===== src/rtl/multicycle_controller.sv =====
// Purpose : multicycle RISC-V style control FSM (Moore) that sequences fetch, decode,
//           memory, execute and writeback steps and drives datapath enables/selects.
// Ports   : clk/rst (sync, active-high); opcode, zero, branch_neg, mem_ready (only
//           with MEM_WAIT_EN) in; pc_write, adr_src, mem_write, ir_write, reg_write,
//           result_src, alu_src_a, alu_src_b, alu_op, imm_src, illegal, state out.
// Config  : define MEM_WAIT_EN to add mem_ready; FETCH, MEMREAD and MEMWRITE then stall
//           until memory is ready. Without it memory is always treated as ready.
module multicycle_controller (
  input  logic       clk,
  input  logic       rst,
  input  logic [6:0] opcode,
  input  logic       zero,
  input  logic       branch_neg,
`ifdef MEM_WAIT_EN
  input  logic       mem_ready,
`endif
  output logic       pc_write,
  output logic       adr_src,
  output logic       mem_write,
  output logic       ir_write,
  output logic       reg_write,
  output logic [1:0] result_src,
  output logic [1:0] alu_src_a,
  output logic [1:0] alu_src_b,
  output logic [1:0] alu_op,
  output logic [1:0] imm_src,
  output logic       illegal,
  output logic [3:0] state
);

  typedef enum logic [3:0] {
    S_FETCH    = 4'd0,
    S_DECODE   = 4'd1,
    S_MEMADR   = 4'd2,
    S_MEMREAD  = 4'd3,
    S_MEMWB    = 4'd4,
    S_MEMWRITE = 4'd5,
    S_EXECR    = 4'd6,
    S_EXECI    = 4'd7,
    S_ALUWB    = 4'd8,
    S_BRANCH   = 4'd9,
    S_JAL      = 4'd10
  } state_t;

  localparam logic [6:0] OP_LW  = 7'b0000011;
  localparam logic [6:0] OP_SW  = 7'b0100011;
  localparam logic [6:0] OP_R   = 7'b0110011;
  localparam logic [6:0] OP_I   = 7'b0010011;
  localparam logic [6:0] OP_BR  = 7'b1100011;
  localparam logic [6:0] OP_JAL = 7'b1101111;

  state_t state_r;
  state_t state_nxt;

  // Effective memory handshake; constant 1 when the wait feature is compiled out.
  logic mem_rdy;
`ifdef MEM_WAIT_EN
  assign mem_rdy = mem_ready;
`else
  assign mem_rdy = 1'b1;
`endif

  // Raw per-state values before the reset override.
  logic       pc_update;
  logic       branch;
  logic       adr_src_raw;
  logic       mem_write_raw;
  logic       ir_write_raw;
  logic       reg_write_raw;
  logic       illegal_raw;
  logic [1:0] result_src_raw;
  logic [1:0] alu_src_a_raw;
  logic [1:0] alu_src_b_raw;
  logic [1:0] alu_op_raw;

  always_ff @(posedge clk) begin
    if (rst) state_r <= S_FETCH;
    else     state_r <= state_nxt;
  end

  always_comb begin
    state_nxt      = S_FETCH;
    pc_update      = 1'b0;
    branch         = 1'b0;
    adr_src_raw    = 1'b0;
    mem_write_raw  = 1'b0;
    ir_write_raw   = 1'b0;
    reg_write_raw  = 1'b0;
    illegal_raw    = 1'b0;
    result_src_raw = 2'b00;
    alu_src_a_raw  = 2'b00;
    alu_src_b_raw  = 2'b00;
    alu_op_raw     = 2'b00;
    case (state_r)
      S_FETCH: begin
        // PC+4 on the ALU; IR load and PC update only once the fetch completes.
        ir_write_raw   = mem_rdy;
        pc_update      = mem_rdy;
        alu_src_b_raw  = 2'b10;
        result_src_raw = 2'b10;
        state_nxt      = mem_rdy ? S_DECODE : S_FETCH;
      end
      S_DECODE: begin
        // oldPC + imm precomputes the branch/jump target.
        alu_src_a_raw = 2'b01;
        alu_src_b_raw = 2'b01;
        case (opcode)
          OP_LW, OP_SW: state_nxt = S_MEMADR;
          OP_R:         state_nxt = S_EXECR;
          OP_I:         state_nxt = S_EXECI;
          OP_BR:        state_nxt = S_BRANCH;
          OP_JAL:       state_nxt = S_JAL;
          default: begin
            illegal_raw = 1'b1;
            state_nxt   = S_FETCH;
          end
        endcase
      end
      S_MEMADR: begin
        alu_src_a_raw = 2'b10;
        alu_src_b_raw = 2'b01;
        state_nxt     = (opcode == OP_SW) ? S_MEMWRITE : S_MEMREAD;
      end
      S_MEMREAD: begin
        adr_src_raw = 1'b1;
        state_nxt   = mem_rdy ? S_MEMWB : S_MEMREAD;
      end
      S_MEMWB: begin
        result_src_raw = 2'b01;
        reg_write_raw  = 1'b1;
      end
      S_MEMWRITE: begin
        // Write strobe is held for the whole stall, not just the final cycle.
        adr_src_raw   = 1'b1;
        mem_write_raw = 1'b1;
        state_nxt     = mem_rdy ? S_FETCH : S_MEMWRITE;
      end
      S_EXECR: begin
        alu_src_a_raw = 2'b10;
        alu_op_raw    = 2'b10;
        state_nxt     = S_ALUWB;
      end
      S_EXECI: begin
        alu_src_a_raw = 2'b10;
        alu_src_b_raw = 2'b01;
        alu_op_raw    = 2'b10;
        state_nxt     = S_ALUWB;
      end
      S_ALUWB: begin
        reg_write_raw = 1'b1;
      end
      S_BRANCH: begin
        alu_src_a_raw = 2'b10;
        alu_op_raw    = 2'b01;
        branch        = 1'b1;
      end
      S_JAL: begin
        alu_src_a_raw = 2'b01;
        alu_src_b_raw = 2'b10;
        pc_update     = 1'b1;
      end
      default: state_nxt = S_FETCH;
    endcase
  end

  // Reset wins immediately, so an instruction in flight cannot write anything in
  // the cycle reset is raised; selects park at their FETCH values.
  always_comb begin
    if (rst) begin
      pc_write   = 1'b0;
      adr_src    = 1'b0;
      mem_write  = 1'b0;
      ir_write   = 1'b0;
      reg_write  = 1'b0;
      illegal    = 1'b0;
      result_src = 2'b10;
      alu_src_a  = 2'b00;
      alu_src_b  = 2'b10;
      alu_op     = 2'b00;
    end else begin
      // branch_neg=1 takes the branch on zero=1, branch_neg=0 on zero=0.
      pc_write   = pc_update | (branch & ~(zero ^ branch_neg));
      adr_src    = adr_src_raw;
      mem_write  = mem_write_raw;
      ir_write   = ir_write_raw;
      reg_write  = reg_write_raw;
      illegal    = illegal_raw;
      result_src = result_src_raw;
      alu_src_a  = alu_src_a_raw;
      alu_src_b  = alu_src_b_raw;
      alu_op     = alu_op_raw;
    end
  end

  always_comb begin
    case (opcode)
      OP_SW:   imm_src = 2'b01;
      OP_BR:   imm_src = 2'b10;
      OP_JAL:  imm_src = 2'b11;
      default: imm_src = 2'b00;
    endcase
  end

  assign state = state_r;

endmodule


===== config.mk =====
export PLATFORM = sky130hd
export DESIGN_NAME = multicycle_controller
export DESIGN_NICKNAME = d
export VERILOG_FILES = /design/src/rtl/multicycle_controller.sv
export SDC_FILE = /design/constraint.sdc
export NUM_CORES = 1
export LEC_CHECK = 0
export ABC_AREA = 1
export CORE_MARGIN = 5
export CORE_UTILIZATION = 34
export CTS_CLUSTER_SIZE = 14
export DETAILED_ROUTE_END_ITERATION = 8
export PLACE_DENSITY = 0.84
export SYNTH_ARGS = -nofsm -noshare
export SYNTH_HDL_FRONTEND = slang
export SYNTH_SLANG_ARGS = --single-unit

===== constraint.sdc =====
create_clock -name clk -period 1.3 [get_ports clk]
set_input_delay 0.26 -clock clk [delete_from_list [all_inputs] [get_ports clk]]
set_output_delay 0.26 -clock clk [all_outputs]
set_load 0.05 [all_outputs]

==> metrics, run 1 <==
outcome stopped before the end; Failed at 3_5_place_dp; tool error [ERROR DPL-0038] Utilization greater than 100%, impossible to legalize; most frequent cell after synthesis nand2_1; number of port buffers 30; routability cong. 0.813; Die Width 47.1 um; top post-synthesis cells by area nand2_1 18%, dfxtp_1 17%, inv_1 8.8%; num ports 31; FP Rows 13; top cell type's share of synthesized area 18.5%; sequential area share after synthesis 17.2%; Yosys reg bits 4; Gate Count Post-Synth 85; Cell Area, Synth 467 sq um; Avg Cell Area, Syn 5.49 sq um; top cell type by total area after synthesis nand2_1; Post-synth ARST share 0%; top post-synthesis cells by count 23 x nand2_1, 11 x inv_1, 11 x nor2_1; Initial Util 35.9%; Post-synth top flop dfxtp_1; overall die height 47.1 um; library cells used by synthesis 21; Net Count, Synth 96; number of synthesized flops with an enable pin 0; Ys Warns 0
==> cells by family after synthesis <==
| family | Yosys count | synth area share, % |
|---|---|---|
| simple gates | 53 | 55.2 |
| compound gates | 10 | 11.8 |
| buf+inv | 17 | 13.9 |
| flops | 4 | 17.2 |
| xor+xnor | 1 | 1.88 |
==> stage by stage <==
stage	hold WS [ns]	cell area (sq um)	TNS, ns	setup WS [ns]
2_1_floorplan	0.519	607	-1.55	-0.232
3_3_place_gp	0.685	1320	-4.84	-0.436
==> run 2: changes to the inputs <==
--- a/config.mk
+++ b/config.mk
@@ -6,11 +6,10 @@
 export NUM_CORES = 1
 export LEC_CHECK = 0
 export ABC_AREA = 1
-export CORE_MARGIN = 5
-export CORE_UTILIZATION = 34
-export CTS_CLUSTER_SIZE = 14
+export CORE_AREA = 5 5 66 68
 export DETAILED_ROUTE_END_ITERATION = 8
-export PLACE_DENSITY = 0.84
+export DIE_AREA = 0 0 71 73
+export PLACE_DENSITY_LB_ADDON = 0.15
 export SYNTH_ARGS = -nofsm -noshare
 export SYNTH_HDL_FRONTEND = slang
 export SYNTH_SLANG_ARGS = --single-unit
==> metrics, run 2 <==
outcome complete, but fails checks; failing checks setup timing; CP max FO 5; Sw Pwr 0.244 mW; most frequent cell after synthesis nand2_1; DRC Markers 0; WHS Path Cells 6; largest net degree at the start of global routing 9; Die ar. 0.00518 sq mm; antenna violations before repair 0; multiplexer share of the synthesized area 0%; Avg Cell Area, Syn 5.49 sq um; clk buf depth 2; Most common cell on crit path nand2_4; WHS 0.510 ns; number of slew-limit violations in the final report 0; Final setup viols 14; CTS clk-pin slew, worst paths 0.03 ns; Final Core Density 41.1%; commonest non-fill, non-tap cells in the layout 28 x buf_4, 21 x buf_12, 14 x nand2_1, 9 x nand2_4, 7 x inv_2; clk sinks 4; main combinational cell family by area after synthesis simple AND/OR/NAND/NOR gates; critical path class flip-flop to output port; Layout Nets 164; WL/cell 9.88 um; top post-synthesis cells by area nand2_1 18%, dfxtp_1 17%, inv_1 8.8%; num ports 31; Die Width 71 um; GRT busiest layer met2; CP Depth 6; critical path startpoint category flip-flop; Root Driver clkbuf_8; delay-heaviest family, CP simple AND/OR/NAND/NOR gates; drt first pass iters 3; CTS tree done; ANT nets after route 0; reg-to-reg slack, setup 0.06 ns; pre-CTS WS -0.488 ns; total grt overflow 0; Worst-Margin Slew 0.242 ns; Initial Util 12.3%; worst r2r path cells 9; worst skew pair latency 0.21 ns; hpwl dp 1.62 mm; Net Count, Synth 96; Slowest Stage Delay on Critical Path 0.35 ns; Fin. Hold Viols 0; Cell Pwr Density 467 mW/mm^2; XOR/XNOR Fraction of Synth Area 1.88%; critical path required time 1.04 ns; Seq pwr share 17.3%; via count of the first global-routing pass 815; routability cong. 0.777; Critical Path AT 1.30 ns; clock power share 35.4%; first-pass GRT wire length 3.58 mm; Fin Clk Skew 0.00138 ns; GR Util met1 8.64%; vias 764; area share of and/or/nand/nor cells after synthesis 55.2%; vias per cell 3.80; P_int 0.484 mW; Post-synth ARST share 0%; critical path buffer and inverter count 2; number of synthesized flops with an enable pin 0; sum of negative setup slack -2.46 ns; n_diodes 0; final wirelength 1.99 mm; fmax 0.640 GHz; total routing usage reported by global routing 8.57%; FP Rows 23; worst path cell trace inv_4 -> nand2_4 -> nor2_4 -> nand2_4 -> nor3b_4 -> buf_12; RSZ-0062 raised after global routing true; Hold Path Class primary input to flip-flop; sequential area share after synthesis 17.2%; slowest CP cell dfxtp_4; Ys Warns 0; drt initial violations 6; H-tree levels 1; Switching Share 33.6%; final worst-path setup slack -0.262 ns; synth-to-layout area growth 234%; Cell Area, Synth 467 sq um; top post-synthesis cells by count 23 x nand2_1, 11 x inv_1, 11 x nor2_1; adder-cell share of the synthesized area 0%; commonest non-fill, non-tap cell in the layout buf_4; grt met2 use 16.4%; period utilization 120%; Largest register FFs 4; overall die height 73 um; relative slew slack 83.8%; VDD IR max 0.000199 V; GR Layer Usage met3 2.34%; top cell type's share of synthesized area 18.5%; leak pwr 0.716 nW; Post-synth top flop dfxtp_1; Final Non-Filler Cells 201; top cell type by total area after synthesis nand2_1; Setup crit end kind output port; CORE AREA 0.00380 sq mm; Tmin final 1.56 ns; Yosys reg bits 4; number of port buffers 30; share of cells above drive strength 1 78.8%; max cap viols 0; Gate Count Post-Synth 85; Comb pwr share 47.3%; Num CTS Buffers 3; Synth Area in Compound Gates 11.8%; DP Cell Count 190; library cells used by synthesis 21; hold-fix buffers at CTS 0
-- run 2: cell counts after synthesis --
Identical to the previous run, type by type.
-- run 2: final cells by class --
class                           instances  area [sq um]
Inverter                               16          77.6
Sequential cell                         4          95.1
Fill cell                             388          2240
Multi-Input combinational cell         64           533
Clock buffer                            3          41.3
Tap cell                               50          62.6
Timing Repair Buffer                   64           751
-- run 2: kinds of logic (layout without fill, tap and decap cells) --
family	Yosys count	count (layout)
flip-flops	4	4
AND/OR/NAND/NOR	53	53
buffers and inverters	17	83
AO/OA/AOI/OAI	10	10
XOR/XNOR	1	1
-- run 2: worst paths after layout --
path                          to                start
min reg2reg  state[0]$_SDFF_PP0_  state[0]$_SDFF_PP0_
max                      illegal  state[3]$_SDFF_PP0_
max reg2reg  state[2]$_SDFF_PP0_  state[0]$_SDFF_PP0_
min          state[1]$_SDFF_PP0_            opcode[3]
-- run 2: worst reg2reg max path, delay by kind of cell (launching register included) --
| kind | cells | cell delay [ns] |
|---|---|---|
| DFF | 1 | 0.36 |
| and+or+nand+nor | 5 | 0.47 |
| buffers and inverters | 4 | 0.36 |
-- run 2: per-stage QoR --
step | instance area [sq um] | power, mW
final | 1560 | 0.728
after global routing | 1560 | 0.766
after CTS | 1510 | 0.724
after detailed placement | 1360 | 0.442
after global placement | 1360 | 0.439
after floorplan | 607 | 0.278
-- run 2: repair_timing --
action / CTS / global route
setup endpoints to repair: 17 / 17
buffers inserted: 6 / 3
resized for setup: 51 / 13
pin swaps: 11 / 11
-- run 2: metal layers --
| metal | share of wire (%) | wire (um) |
|---|---|---|
| met5 | 0 | 0 |
| met2 | 54 | 1070 |
| met4 | 1.4 | 27 |
| met1 | 38 | 756 |
| met3 | 6.5 | 129 |
-- run 2: power by group through the flow --
stage | clock network [mW] | registers, mW | logic [mW]
6_report | 0.258 | 0.126 | 0.344
5_1_grt | 0.274 | 0.127 | 0.365
4_1_cts | 0.264 | 0.126 | 0.335
3_5_place_dp | 0 | 0.127 | 0.314
3_3_place_gp | 0 | 0.127 | 0.312
2_1_floorplan | 0 | 0.138 | 0.141
No activity file was read; power rests on OpenSTA's default activity.
==> run 3: changes to the inputs <==
--- a/config.mk
+++ b/config.mk
@@ -9,6 +9,7 @@
 export CORE_AREA = 5 5 66 68
 export DETAILED_ROUTE_END_ITERATION = 8
 export DIE_AREA = 0 0 71 73
+export DONT_BUFFER_PORTS = 1
 export PLACE_DENSITY_LB_ADDON = 0.15
 export SYNTH_ARGS = -nofsm -noshare
 export SYNTH_HDL_FRONTEND = slang
==> metrics, run 3 (synthesized netlist as in run 2, its figures left out) <==
outcome complete, but fails checks; failing checks setup timing; number of port buffers 0; reg-to-reg slack, setup 0.09 ns; commonest non-fill, non-tap cell in the layout buf_4; first-pass GRT wire length 3.20 mm; CORE AREA 0.00380 sq mm; critical path startpoint category flip-flop; slowest CP cell dfxtp_4; synth-to-layout area growth 184%; Reg2Reg Launch Point state[2]$_SDFF_PP0_; num ports 31; final worst-path setup slack -0.249 ns; Fin Clk Skew 0.000174 ns; Cell Pwr Density 498 mW/mm^2; worst path cell trace inv_6 -> nand2_8 -> nor2_4 -> nand2_4 -> nor3b_4 -> buf_12; CTS clk-pin slew, worst paths 0.03 ns; number of slew-limit violations in the final report 0; Layout Nets 143; Die Width 71 um; n_diodes 0; total grt overflow 0; H-tree levels 1; FP Rows 23; largest net degree at the start of global routing 10; total routing usage reported by global routing 7.87%; WHS Path Cells 1; commonest non-fill, non-tap cells in the layout 23 x buf_4, 15 x nand2_1, 13 x buf_12, 8 x nor2_4, 7 x inv_1; CP max FO 5; worst skew pair latency 0.21 ns; VDD IR max 0.000202 V; period utilization 119%; fmax 0.645 GHz; final wirelength 1.90 mm; routability cong. 0.820; critical path class flip-flop to output port; Die ar. 0.00518 sq mm; share of cells above drive strength 1 71.5%; hpwl dp 1.59 mm; hold-fix buffers at CTS 0; Critical Path AT 1.29 ns; max cap viols 0; Worst-Margin Slew 0.264 ns; delay-heaviest family, CP simple AND/OR/NAND/NOR gates; Critical Path Start state[2]$_SDFF_PP0_; via count of the first global-routing pass 693; Largest register FFs 4; vias per cell 3.83; relative slew slack 82.4%; drt initial violations 16; Tmin final 1.55 ns; leak pwr 0.570 nW; DRC Markers 0; R2R Path End state[0]$_SDFF_PP0_; vias 690; Root Driver clkbuf_8; ANT nets after route 0; Hold EP state[3]$_SDFF_PP0_; Slowest Stage Delay on Critical Path 0.35 ns; clk buf depth 2; critical path required time 1.04 ns; Num CTS Buffers 3; Fin. Hold Viols 0; Initial Util 12.3%; Final setup viols 14; CTS tree done; WHS 0.107 ns; RSZ-0062 raised after global routing true; hold_sp rst; clk sinks 4; overall die height 73 um; WL/cell 10.6 um; Setup crit end kind output port; worst r2r path cells 8; antenna violations before repair 0; drt first pass iters 3; critical path buffer and inverter count 2; Hold Path Class primary input to flip-flop; pre-CTS WS -0.0647 ns
-- run 3: cell count changes in the layout (fill, tap and decap cells not counted), sizes merged --
cell	previous run	this run
clkdlybuf4s50	2	0
clkbuf	6	3
buf	58	43
dlygate4sd2	1	0
-- run 3: area by class of cell --
cell class / count / area [sq um]
well taps: 50 / 62.6
clock buffers: 3 / 41.3
fillers: 422 / 2470
inverters: 16 / 82.6
flip-flops and latches: 4 / 95.1
repair buffers: 43 / 515
multi-input cells: 64 / 531
-- run 3: worst reg2reg max path: stages (launching register included) --
cell and delay, ns:
dfxtp_4 0.35, inv_6 0.08, nand2_8 0.07, nor2_4 0.12, buf_4 0.12, buf_4 0.09
buf_6 0.10, nand3_1 0.08, a21oi_1 0.13
-- run 3: per-stage QoR --
| step | TNS (ns) | std cells | utilization, % | power, mW | instance area (sq um) |
|---|---|---|---|---|---|
| after CTS | -2.43 | 177 | 31.7 | 0.649 | 1200 |
| final | -2.53 | 180 | 34.9 | 0.662 | 1330 |
| after global routing | -3.26 | 180 | 34.9 | 0.697 | 1330 |
| after global placement | -0.113 | 171 | 28.8 | 0.367 | 1090 |
| after floorplan | -1.55 | 85 | - | 0.278 | 607 |
| after detailed placement | -0.128 | 171 | 28.8 | 0.369 | 1090 |
-- run 3: per-layer routing --
| metal | track usage, % | up-vias | part of all wire, % |
|---|---|---|---|
| met2 | 13.2 | 26 | 52 |
| met5 | 0 | - | 0 |
| met3 | 2.20 | 2 | 7.8 |
| met4 | 5.01 | 0 | 1.8 |
| li1 | - | 360 | - |
| met1 | 8.76 | 302 | 38 |
-- run 3: worst max path at each step --
stage	to	cells after the start
global placement	pc_write	7
global route	illegal	6
CTS	pc_write	7
finish	illegal	6
detailed placement	pc_write	7
floorplan	illegal	5
-- run 3: where the power goes --
part | internal, mW | switching, mW
Combinational | 0.129 | 0.152
Clock | 0.197 | 0.0582
Sequential | 0.121 | 0.00522
Total | 0.446 | 0.215
-- run 3: repair_timing --
item / 4_1_cts / 5_1_grt
resized for setup: 11 / 25
setup buffers: 3 / 3
endpoints found under the setup margin: 14 / 15
pin swaps: 5 / 6
==> run 4: changes to the inputs <==
--- a/config.mk
+++ b/config.mk
@@ -7,10 +7,13 @@
 export LEC_CHECK = 0
 export ABC_AREA = 1
 export CORE_AREA = 5 5 66 68
+export CTS_CLUSTER_SIZE = 16
 export DETAILED_ROUTE_END_ITERATION = 8
 export DIE_AREA = 0 0 71 73
 export DONT_BUFFER_PORTS = 1
 export PLACE_DENSITY_LB_ADDON = 0.15
+export REMOVE_ABC_BUFFERS = 1
 export SYNTH_ARGS = -nofsm -noshare
 export SYNTH_HDL_FRONTEND = slang
 export SYNTH_SLANG_ARGS = --single-unit
+export TNS_END_PERCENT = 100
==> metrics, run 4 (synthesized netlist as in run 2, its figures left out) <==
relative slew slack 83.1%; fmax 0.651 GHz; period utilization 118%; critical path class flip-flop to output port; hold-fix buffers at CTS 0; grt met2 use 12.5%; critical path endpoint pc_write; CTS tree done; Root Driver clkbuf_8; WL/cell 10.0 um; RSZ-0062 raised after global routing true; DP Cell Count 171; synth-to-layout area growth 125%; DRC Markers 0; via count of the first global-routing pass 666; WHS Path Cells 1; sequential standard cell area 92.6 sq um; Largest register FFs 4; Critical Path AT 1.28 ns; CP max FO 4; VDD IR max 0.000152 V; commonest non-fill, non-tap cells in the layout 27 x buf_4, 21 x nand2_1, 10 x buf_6, 8 x inv_1; Hold Path Class primary input to flip-flop; drt initial violations 14; H-tree levels 1; Worst-Margin Slew 0.252 ns; n_diodes 0; Reg2Reg Launch Point state[2]$_SDFF_PP0_; Critical Path Start state[0]$_SDFF_PP0_; Layout Nets 141; vias per cell 3.67; number of slew-limit violations in the final report 0; Num CTS Buffers 3; Final Core Density 27.6%; num ports 31; Cell Pwr Density 559 mW/mm^2; share of cells above drive strength 1 60.2%; Layout fillers 442; Fin. Hold Viols 0; final worst-path setup slack -0.237 ns; critical path startpoint category flip-flop; overall die height 73 um; Die Width 71 um; final wirelength 1.79 mm; R2R Path End state[2]$_SDFF_PP0_; CTS clk-pin slew, worst paths 0.03 ns; clk buf depth 2; Tmin final 1.54 ns; multi-input logic area 384 sq um; worst skew pair latency 0.21 ns; WHS 0.106 ns; max cap viols 0; hpwl dp 1.54 mm; reg-to-reg slack, setup 0.16 ns; CORE AREA 0.00380 sq mm; vias 654; number of port buffers 0; Fin Clk Skew 0.00136 ns; total power 0.587 mW; routability cong. 0.701; clk sinks 4; Final Non-Filler Cells 178; worst r2r path cells 9; critical path required time 1.04 ns; sum of negative setup slack -2.20 ns; leak pwr 0.501 nW; largest net degree at the start of global routing 10; antenna violations before repair 0; total grt overflow 0; GR Layer Usage met3 2.07%; Setup crit end kind output port; ANT nets after route 0; drt first pass iters 4; FP Rows 23; GR Util met1 9.10%; outcome complete, but fails checks; first-pass GRT wire length 3.15 mm; Die ar. 0.00518 sq mm; GRT busiest layer met2; Initial Util 12.3%; failing checks setup timing; commonest non-fill, non-tap cell in the layout buf_4; Final setup viols 14; total routing usage reported by global routing 7.58%
[run 4: changes by cell type in the layout (fill, tap and decap cells not counted), moves of 3 or more]
cell	change
nand2_1	+6
buf_4	+4
buf_12	-9
nand2_4	-3
buf_6	+4
[run 4: critical path, stage by stage, from the launching register on]
cell,delay [ns]
dfxtp_4,0.35
inv_2,0.08
nand2_2,0.09
nor2_4,0.12
nor2_2,0.05
o22ai_1,0.15
buf_4,0.22
[run 4: layout make-up]
type | count | area share (%)
multi-input cells | 64 | 36.6
flip-flops and latches | 4 | 8.83
well taps | 50 | 5.97
inverters | 16 | 6.92
repair buffers | 41 | 37.7
clock buffers | 3 | 3.94
[run 4: timing repair]
item	4_1_cts	5_1_grt
gates resized for setup	24	18
hold endpoints to repair	0	0
setup buffers	3	1
setup endpoints to repair	14	14
cloned	0	0
pin swaps	8	2
[run 4: worst min path at each step]
stage | from | endpoint | slack (ns)
after global routing | rst | state[3]$_SDFF_PP0_ | 0.1
after global placement | rst | state[0]$_SDFF_PP0_ | 0.33
after detailed placement | rst | state[0]$_SDFF_PP0_ | 0.33
after CTS | rst | state[0]$_SDFF_PP0_ | 0.10
final | rst | state[0]$_SDFF_PP0_ | 0.11
after floorplan | rst | state[3]$_SDFF_PP0_ | 0.32
[run 4: routing by layer]
layer  wire length, um  share of wire [%]  vias up
met4                16               0.90        0
met5                 0                  0        -
met1               751                 42      274
li1                  -                  -      354
met3               139                7.8        2
met2               879                 49       24
[run 4: power by group]
part / internal, mW / leakage [nW] / total (mW) / switching (mW)
registers: 0.123 / 0.0352 / 0.127 / 0.00475
logic: 0.0812 / 0.444 / 0.205 / 0.124
clock network: 0.197 / 0.0216 / 0.254 / 0.0572
total: 0.401 / 0.501 / 0.587 / 0.186
[run 4: through the flow]
step	cell area [sq um]	setup slack [ns]
final	1050	-0.237
after global routing	1050	-0.305
after CTS	986	-0.240
after detailed placement	852	-0.0712
after global placement	852	-0.0821
after floorplan	462	-0.822
